### config.mk
export PLATFORM = sky130hd
export DESIGN_NAME = prog_lut_unit_flat
export DESIGN_NICKNAME = d
export VERILOG_FILES = /design/src/rtl/prog_lut_unit_pkg.sv /design/src/rtl/prog_lut_unit_if.sv /design/src/rtl/prog_lut_unit_mux.sv /design/src/rtl/prog_lut_unit.sv /design/src/flat_wrapper.sv
export SDC_FILE = /design/constraint.sdc
export NUM_CORES = 1
export LEC_CHECK = 0
export CAP_MARGIN = 20
export CORE_AREA = 4 4 109 80
export DETAILED_ROUTE_END_ITERATION = 10
export DIE_AREA = 0 0 113 84
export PLACE_DENSITY = 0.62
export SLEW_MARGIN = 25
export SYNTH_ARGS = -nofsm -noshare
export SYNTH_HDL_FRONTEND = slang
export SYNTH_SLANG_ARGS = --single-unit
### constraint.sdc
create_clock -name clk -period 2.8 [get_ports clk]
set_input_delay 0.56 -clock clk [delete_from_list [all_inputs] [get_ports clk]]
set_output_delay 0.56 -clock clk [all_outputs]
set_load 0.02 [all_outputs]
### src/rtl/prog_lut_unit_pkg.sv
// Shared types and sizing helpers for the programmable LUT unit.
package lut_pkg;

    typedef enum logic {
        ST_IDLE,
        ST_LOAD
    } lut_state_e;

    function automatic int unsigned lut_total(input int unsigned in_w, input int unsigned out_w);
        return out_w * (32'd1 << in_w);
    endfunction

    // One extra bit so the counter can represent TOTAL itself without wrapping.
    function automatic int unsigned cnt_width(input int unsigned total);
        return $clog2(total) + 1;
    endfunction

endpackage

### src/rtl/prog_lut_unit_if.sv
// Configuration and evaluation signals of the programmable LUT unit.
interface prog_lut_unit_if #(
    parameter int IN_W  = 5,
    parameter int OUT_W = 1
);
    logic             cfg_start;
    logic             cfg_valid;
    logic             cfg_bit;
    logic             cfg_busy;
    logic             cfg_done;
    logic             in_valid;
    logic [IN_W-1:0]  x;
    logic             out_valid;
    logic [OUT_W-1:0] y;

    modport master (
        output cfg_start, cfg_valid, cfg_bit, in_valid, x,
        input  cfg_busy, cfg_done, out_valid, y
    );

    modport slave (
        input  cfg_start, cfg_valid, cfg_bit, in_valid, x,
        output cfg_busy, cfg_done, out_valid, y
    );
endinterface

### src/rtl/prog_lut_unit_mux.sv
// Parametrised 2**SEL_W:1 combinational mux; one instance per LUT output channel.
module lut_mux #(
    parameter int SEL_W = 5
) (
    input  logic [(2**SEL_W)-1:0] data,
    input  logic [SEL_W-1:0]      sel,
    output logic                  out
);
    assign out = data[sel];
endmodule

### src/rtl/prog_lut_unit.sv
// Runtime-programmable multi-output LUT with serial shadow load and atomic commit.
// Build option: LUT_INIT_EN makes reset load both tables from INIT instead of zero.
module prog_lut_unit
    import lut_pkg::*;
#(
    parameter int                           IN_W  = 5,
    parameter int                           OUT_W = 1,
    parameter logic [OUT_W*(2**IN_W)-1:0]   INIT  = '0
) (
    input  logic            clk,
    input  logic            rst,
    prog_lut_unit_if.slave  bus
);
    localparam int unsigned TBL   = 2**IN_W;
    localparam int unsigned TOTAL = lut_total(IN_W, OUT_W);
    localparam int unsigned CW    = cnt_width(TOTAL);
    localparam int unsigned IW    = $clog2(TOTAL);

`ifdef LUT_INIT_EN
    localparam bit INIT_EN = 1'b1;
`else
    localparam bit INIT_EN = 1'b0;
`endif
    localparam logic [TOTAL-1:0] RST_IMG = INIT_EN ? INIT : '0;

    lut_state_e       state, state_nxt;
    logic [CW-1:0]    cnt, cnt_nxt;
    logic [TOTAL-1:0] shadow, shadow_nxt;
    logic [TOTAL-1:0] active;
    logic             commit;
    logic             done_q;
    logic             ov_q;
    logic [OUT_W-1:0] y_q, y_mux;
    logic [IW-1:0]    idx;

    assign idx = cnt[IW-1:0];

    always_comb begin
        state_nxt  = state;
        cnt_nxt    = cnt;
        shadow_nxt = shadow;
        commit     = 1'b0;
        case (state)
            ST_IDLE: begin
                if (bus.cfg_start) begin
                    state_nxt = ST_LOAD;
                    cnt_nxt   = '0;
                end
            end
            ST_LOAD: begin
                if (bus.cfg_start) begin
                    cnt_nxt = '0;
                end else if (bus.cfg_valid) begin
                    shadow_nxt[idx] = bus.cfg_bit;
                    // Commit copies the merged image so the final bit lands in the same edge.
                    if (cnt == CW'(TOTAL - 1)) begin
                        commit    = 1'b1;
                        state_nxt = ST_IDLE;
                        cnt_nxt   = '0;
                    end else begin
                        cnt_nxt = cnt + CW'(1);
                    end
                end
            end
            default: state_nxt = ST_IDLE;
        endcase
    end

    always_ff @(posedge clk or posedge rst) begin
        if (rst) begin
            state  <= ST_IDLE;
            cnt    <= '0;
            shadow <= RST_IMG;
            active <= RST_IMG;
            done_q <= 1'b0;
        end else begin
            state  <= state_nxt;
            cnt    <= cnt_nxt;
            shadow <= shadow_nxt;
            done_q <= commit;
            if (commit) begin
                active <= shadow_nxt;
            end
        end
    end

    for (genvar k = 0; k < OUT_W; k++) begin : g_ch
        lut_mux #(.SEL_W(IN_W)) u_mux (
            .data (active[k*TBL +: TBL]),
            .sel  (bus.x),
            .out  (y_mux[k])
        );
    end

    always_ff @(posedge clk or posedge rst) begin
        if (rst) begin
            ov_q <= 1'b0;
            y_q  <= '0;
        end else begin
            ov_q <= bus.in_valid;
            if (bus.in_valid) begin
                y_q <= y_mux;
            end
        end
    end

    assign bus.cfg_busy  = (state == ST_LOAD);
    assign bus.cfg_done  = done_q;
    assign bus.out_valid = ov_q;
    assign bus.y         = y_q;

endmodule

### src/flat_wrapper.sv
// flat-port wrapper written by rule: the top's interface ports become plain ports
module prog_lut_unit_flat import lut_pkg::*;
#(
    parameter int                           IN_W  = 5,
    parameter int                           OUT_W = 1,
    parameter logic [OUT_W*(2**IN_W)-1:0]   INIT  = '0
)
  (clk, rst, bus_cfg_start, bus_cfg_valid, bus_cfg_bit, bus_in_valid, bus_x, bus_cfg_busy, bus_cfg_done, bus_out_valid, bus_y);
  prog_lut_unit_if #(.IN_W(IN_W), .OUT_W(OUT_W)) bus_i ();
  input  logic clk;
  input  logic rst;
  input wire logic [$bits(bus_i.cfg_start)-1:0] bus_cfg_start;
  input wire logic [$bits(bus_i.cfg_valid)-1:0] bus_cfg_valid;
  input wire logic [$bits(bus_i.cfg_bit)-1:0] bus_cfg_bit;
  input wire logic [$bits(bus_i.in_valid)-1:0] bus_in_valid;
  input wire logic [$bits(bus_i.x)-1:0] bus_x;
  output wire logic [$bits(bus_i.cfg_busy)-1:0] bus_cfg_busy;
  output wire logic [$bits(bus_i.cfg_done)-1:0] bus_cfg_done;
  output wire logic [$bits(bus_i.out_valid)-1:0] bus_out_valid;
  output wire logic [$bits(bus_i.y)-1:0] bus_y;
  assign bus_i.cfg_start = bus_cfg_start;
  assign bus_i.cfg_valid = bus_cfg_valid;
  assign bus_i.cfg_bit = bus_cfg_bit;
  assign bus_i.in_valid = bus_in_valid;
  assign bus_i.x = bus_x;
  assign bus_cfg_busy = bus_i.cfg_busy;
  assign bus_cfg_done = bus_i.cfg_done;
  assign bus_out_valid = bus_i.out_valid;
  assign bus_y = bus_i.y;
  prog_lut_unit #(.IN_W(IN_W), .OUT_W(OUT_W), .INIT(INIT)) u_core (.clk(clk), .rst(rst), .bus(bus_i));
endmodule
==> results by group, run 1 <==
Status
  – Status: complete, no violations

Setup path
  – CP Data Required Time: 3.02 ns
  – CP peak stage delay: roughly 0.56 ns
  – Setup crit end kind: flop
  – Crit path to: u_core.active[11]$_DFFE_PP0P_
  – Cell breakdown of the critical path: clkdlybuf4s50_1 -> and3b_2 -> nand2_4 -> nor3_4 -> buf_4 -> mux2_2
  – CP max stage cell: clkdlybuf4s50_1
  – Crit Path Max Fanout: 16
  – Crit path launch: bus_cfg_valid
  – Crit Reg-Reg Endpoint: u_core.active[21]$_DFFE_PP0P_
  – Cells on worst reg2reg path: 6
  – Reg-to-Reg Start: u_core.cnt[1]$_DFFE_PP0P_
  – Setup CP Type: in -> reg
  – CP arrival: 2.39 ns
  – Crit path launch type: input pin
  – Register-to-register setup slack: 0.83 ns

Yosys
  – Flops & latches, synth: 73
  – Leading post-synthesis cells by cell area: dfrtp_1, mux2_2, mux2i_1, nand2_1, nor2_1
  – Seq/Total Area, Yosys: approximately 54%
  – Post-synthesis async set-or-reset flop share: between 90% and 100%
  – Synth Warn #: 0
  – Combinational family with the most area after synthesis: multiplexers
  – Compound-cell area share of the yosys netlist: 2.77%
  – Synth Area in Adders: 1.48%
  – Cell Area, Synth: between 0.003 and 0.004 mm2
  – Synth Area in Simple Gates: roughly 13%
  – Post-Syn Nets: around 290
  – Distinct cells, synth: 37
  – Post-synthesis cell count: 273
  – Synth area leader: dfrtp_1
  – Synth Flop Type: dfrtp_1
  – EDFF count, synth: 0
  – Mean post-synth cell area: ~12 um2
  – Mux share of post-synthesis cell area: approximately a quarter
  – Post-synth top area share: 54.0%
  – Post-Synth XOR/XNOR Area: 0.517%

Floorplan
  – Effective utilization at floorplan: around 44%
  – Die width: roughly 110 um
  – DIE HEIGHT: 84 um
  – I/O Pins: 15
  – FP Rows: 27
  – CORE AREA: 0.00767 mm2
  – Die area: 0.00949 mm2

Clocking
  – Max H-tree Level: 3
  – CTS buffer count: 9
  – CTS tree: yes
  – CTS root buf: clkbuf_8
  – Clock Sink Count: 73
  – Worst-path clk slew: 0.08 ns
  – Clk buf depth: 2
  – Clock Latency Late Sink: between 0.3 and 0.4 ns
  – Postcts setup bufs: 0
  – Cts-stage hold buffer count: 0
  – Post-CTS Resized: 0

Placement
  – Detailed Place HPWL: 4690 um
  – I/O Buffers: 14
  – Final RePlAce weighted congestion: 0.790

STA
  – RSZ-0062 raised after global routing: no
  – Post-route minimum period: 2.17 ns
  – Tcrit/Tclk final: 77.3%
  – Final Max Tran Viols: 0
  – Hold slack: 0.405 ns
  – Worst rel slew slack: between 60% and 70%
  – Clock Skew: around 0.0067 ns
  – Tightest Pin Transition: 0.539 ns
  – Final hold vios: 0
  – Final setup viols: 0
  – Setup tns final: 0 ns
  – Fmax: approximately 460 MHz

Finish
  – Register Area: 0.00183 mm2
  – Antenna diode count: 0
  – Nets@finish: 310
  – Area occupied by multi-input gates: 0.00146 mm2
  – Layout cells sized above 1: 31.7%
  – Most frequent cells in the layout: dfrtp_1, mux2_2, nand2_1
  – Area delta synth->final: 13.9%
  – Most common cell after layout, fill and taps aside: dfrtp_1
  – Fillcell total: around 700

GRT
  – Vias in the first global route: 2,171
  – Largest net degree at the start of global routing: 50
  – Initial antenna violation count: 0
  – Tot GR Track Use: 15.3%
  – Wire length of the first global-routing pass: roughly 11,000 um
  – Total global routing overflow: 0

Drt
  – Routed via count: 2,093
  – Drt pass-1 iters: 5
  – Antenna viol nets, final: 0
  – Residual DRC: 0
  – Wire per inst: about 17 um
  – Via-to-Cell Ratio: between 5 and 6
  – Drt initial violations: 101
  – Total routed wirelength: approximately 6700 um

Flow run
  – Max-cap violations: 0

Power and ir drop
  – Flop pwr share: a little over half
  – Sw frac: 24.1%
  – Peak supply drop: 0.274 mV
  – Design internal power: 1.55 mW
  – Power per cell area: 529 mW/mm2
  – Pwr Total: just over 2 mW
  – NetSw: 0.491 mW
  – Combinational power share: slightly below 7%
  – Clk pwr share: 39.9%
  – Total leakage power: 1.81 nW

Worst hold path
  – Tightest Hold Check Type: in -> async
[registers in the layout, indices dropped and copies added, names as in the netlist]
name	cells
u_core.active	32
u_core.bus.cfg_busy	1
u_core.bus.cfg_done	1
u_core.bus.out_valid	1
u_core.bus.y	1
u_core.cnt	6
u_core.shadow	31
[synth_stat cells (all sizes together) (3+ instances only)]
| library cell | n |
|---|---|
| a21oi | 10 |
| and2 | 3 |
| and3 | 3 |
| buf | 9 |
| clkbuf | 3 |
| dfrtp | 73 |
| ha | 4 |
| inv | 3 |
| mux2 | 63 |
| mux2i | 16 |
| nand2 | 27 |
| nand3 | 7 |
| nor2 | 24 |
| nor3 | 3 |
| nor3b | 5 |
[worst min path at each step]
stage	startpoint	end	slack, ns	cells after the start
6_report	rst	u_core.active[20]$_DFFE_PP0P_	0.40	2
5_1_grt	rst	u_core.active[20]$_DFFE_PP0P_	0.40	2
4_1_cts	rst	u_core.active[20]$_DFFE_PP0P_	0.40	2
3_5_place_dp	u_core.shadow[10]$_DFF_PP0_	u_core.shadow[10]$_DFF_PP0_	0.48	1
3_3_place_gp	u_core.shadow[7]$_DFF_PP0_	u_core.shadow[7]$_DFF_PP0_	0.47	1
2_1_floorplan	u_core.active[21]$_DFFE_PP0P_	u_core.active[21]$_DFFE_PP0P_	0.46	1
[power by group through the flow]
stage	clock (mW)	sequential [mW]	combinational, mW
after floorplan	0	1.11	0.0845
after global placement	0	1.11	0.141
after detailed placement	0	1.11	0.143
after CTS	0.831	1.09	0.143
after global routing	0.877	1.09	0.156
final	0.813	1.09	0.141
[stage by stage]
step | worst slack, ns | cell area [um2] | utilization, % | std cells
3_3_place_gp | 0.299 | 3660 | 47.7 | 385
6_report | 0.634 | 3860 | 50.3 | 401
4_1_cts | 0.634 | 3860 | 50.3 | 401
5_1_grt | 0.547 | 3860 | 50.3 | 401
3_5_place_dp | 0.269 | 3660 | 47.7 | 385
2_1_floorplan | 0.387 | 3390 | - | 273
[kinds of logic (layout without fill, tap and decap cells)]
logic type,Yosys count,in the layout
adder cells (fa/ha/maj),4,4
flip-flops,73,73
AO/OA/AOI/OAI,16,16
multiplexers,79,79
buffers and inverters,15,42
XOR/XNOR,2,2
AND/OR/NAND/NOR,84,84
[worst max-delay path, delay by kind of cell]
kind                   cells  cell delay, ns
buffers and inverters      2            0.85
and+or+nand+nor            3            0.61
muxes                      1            0.36
[layout make-up]
| type | instances | share of cell area (%) |
|---|---|---|
| multi-input cells | 185 | 37.9 |
| well taps | 101 | 3.28 |
| flip-flops and latches | 73 | 47.4 |
| inverters | 3 | 0.292 |
| clock inverters | 6 | 1.78 |
| clock buffers | 10 | 3.31 |
| repair buffers | 23 | 6.03 |
[routing by layer]
| layer | up-vias | wire [um] | GRT usage, % |
|---|---|---|---|
| li1 | 996 | - | - |
| met1 | 1045 | 3440 | 22.0 |
| met2 | 39 | 2940 | 22.2 |
| met3 | 13 | 257 | 4.49 |
| met4 | 0 | 108 | 5.02 |
| met5 | - | 0 | 0 |
No activity file was read; power rests on OpenSTA's default activity.
==> run 2: changes to the inputs <==
PLACE_DENSITY = 0.65   (was 0.62)
clock period = 1.9 ns   (was 2.8 ns; I/O delays follow)
==> results by group, run 2 (synthesis results as in run 1) <==
Status
  – Status: complete, no violations

Power and ir drop
  – Flop pwr share: between 50% and 60%
  – NetSw: ~0.75 mW
  – Clk pwr share: 38.6%
  – Sw frac: between 20 and 30%
  – Peak supply drop: around 0.48 mV
  – Combinational power share: between 7 and 8%
  – Total leakage power: 1.92 nW
  – Design internal power: ~2.2 mW
  – Power per cell area: 738 mW/mm2

Finish
  – Final non-filler cell area: roughly 0.0040 mm2
  – Layout cells sized above 1: 37.3%
  – Most common cell after layout, fill and taps aside: dfrtp_1
  – Antenna diode count: 0
  – Most frequent cells in the layout: dfrtp_1, mux2_2, nand2_1
  – Area delta synth->final: 19.0%
  – Nets@finish: between 300 and 400
  – Area occupied by multi-input gates: ~0.0015 mm2
  – Top reg by flops: u_core.active
  – Register Area: 0.00183 mm2
  – Fillcell total: ~670
  – Max reg flops: 32
  – Largest registers: u_core.active: 32 flops, u_core.shadow: 31 flops, u_core.cnt: 6 flops

Placement
  – Placed cell areas: between 0.003 and 0.004 mm2
  – I/O Buffers: 14
  – Detailed Place HPWL: between 4000 and 5000 um
  – DP Worst Slack: -0.304 ns
  – Final RePlAce weighted congestion: between 0.8 and 0.9

Floorplan
  – CORE AREA: 0.00767 mm2
  – DIE HEIGHT: roughly 84 um
  – Die area: 0.00949 mm2
  – Die width: 113 um
  – FP Rows: 27
  – Effective utilization at floorplan: 44.2%
  – I/O Pins: 15

GRT
  – Vias in the first global route: approximately 2,200
  – Tot GR Track Use: ~16%
  – Largest net degree at the start of global routing: 74
  – Total global routing overflow: 0
  – Wire length of the first global-routing pass: around 12,000 um
  – Initial antenna violation count: 0

Clocking
  – Max H-tree Level: 3
  – CTS root buf: clkbuf_8
  – Postcts setup bufs: 0
  – Clock Latency Late Sink: 0.35 ns
  – Clock Sink Count: 73
  – Worst-path clk slew: 0.09 ns
  – CTS buffer count: 9
  – CTS tree: yes
  – Clk buf depth: 2

Drt
  – Wire per inst: roughly 16 um
  – Routed via count: 2,144
  – Drt initial violations: 83
  – Residual DRC: 0
  – Drt pass-1 iters: 5
  – Via-to-Cell Ratio: 5.10
  – Antenna viol nets, final: 0
  – Total routed wirelength: 6720 um

Flow run
  – Max-cap violations: 0

STA
  – PnR worst setup slack: around 0.045 ns
  – Clock Skew: around 0.013 ns
  – Final hold vios: 0
  – Worst rel slew slack: between 70% and 80%
  – Post-route minimum period: 1.85 ns
  – Setup tns final: 0 ns
  – Final Max Tran Viols: 0
  – Fmax: approximately 540 MHz
  – Final setup viols: 0
  – RSZ-0062 raised after global routing: no
  – Hold slack: about 0.46 ns
  – Tcrit/Tclk final: a little over nine tenths
  – Tightest Pin Transition: slightly below 0.4 ns

Setup path
  – CP Data Required Time: 2.13 ns
  – Crit path launch type: input pin
  – CP top delay family: buffers and inverters
  – Setup CP Type: in -> reg
  – Setup crit end kind: flop
  – CP arrival: roughly 2.1 ns
  – CP Buf/Inv Count: 2
  – CP peak stage delay: 0.42 ns
  – CP max stage cell: clkdlybuf4s50_1
  – Crit Path Max Fanout: 33
  – Cell breakdown of the critical path: clkdlybuf4s50_1 -> and3b_2 -> nand2_4 -> nor3_4 -> buf_12 -> mux2_2

Worst hold path
  – Tightest Hold Check Type: in -> async
## run 2: changes by cell type in the layout (fill, tap and decap cells not counted), moves of 2 or more
cell and change:
clkinvlp_4 -2, buf_4 +17, buf_12 +2, inv_6 +4
## run 2: worst register-to-register path, delay by kind of cell, from the launching register on
| family | cells | cell delay (ns) |
|---|---|---|
| flip-flops | 1 | 0.41 |
| multiplexers | 1 | 0.38 |
| AND/OR/NAND/NOR | 2 | 0.34 |
| adder cells (fa/ha/maj) | 1 | 0.32 |
| buffers and inverters | 1 | 0.25 |
## run 2: layout make-up
| cell class | count | area share (%) |
|---|---|---|
| Sequential cell | 73 | 45.4 |
| Multi-Input combinational cell | 185 | 36.6 |
| Timing Repair Buffer | 42 | 9.93 |
| Clock buffer | 10 | 3.42 |
| Tap cell | 101 | 3.14 |
| Clock inverter | 6 | 1.18 |
| Inverter | 3 | 0.373 |
## run 2: final timing paths
| kind | startpoint | to | slack (ns) | depth (start not counted) |
|---|---|---|---|---|
| max | bus_cfg_start | u_core.active[8]$_DFFE_PP0P_ | 0.05 | 6 |
| min | rst | u_core.active[31]$_DFFE_PP0P_ | 0.46 | 3 |
| max reg2reg | u_core.cnt[0]$_DFFE_PP0P_ | u_core.active[8]$_DFFE_PP0P_ | 0.09 | 5 |
| min reg2reg | u_core.shadow[11]$_DFF_PP0_ | u_core.shadow[11]$_DFF_PP0_ | 0.50 | 1 |
| max in group asynchronous | rst | u_core.shadow[18]$_DFF_PP0_ | 1.11 | 3 |
| min in group clk | u_core.shadow[11]$_DFF_PP0_ | u_core.shadow[11]$_DFF_PP0_ | 0.50 | 1 |
## run 2: repair_timing
action / in CTS / in global routing
endpoints found under the setup margin: 0 / 8
gates resized for setup: 0 / 5
hold buffers: 0 / 0
## run 2: power by group through the flow
stage	logic, mW	registers [mW]	clock network (mW)
after detailed placement	0.232	1.63	0
after global placement	0.229	1.63	0
after CTS	0.233	1.60	1.19
after global routing	0.253	1.60	1.27
after floorplan	0.125	1.63	0
final	0.229	1.60	1.15
## run 2: routing by layer
layer  share of wire, %  global-route usage, %
met1                 52                   22.7
met5                  0                      0
met3                4.6                   5.80
met4               0.70                   3.60
met2                 43                   21.8
## run 2: per-stage QoR
stage	util, %	instances	power [mW]
floorplan	-	273	1.76
global placement	50.0	404	1.86
finish	52.6	420	2.97
global route	52.6	420	3.12
detailed placement	50.0	404	1.86
CTS	52.4	420	3.02
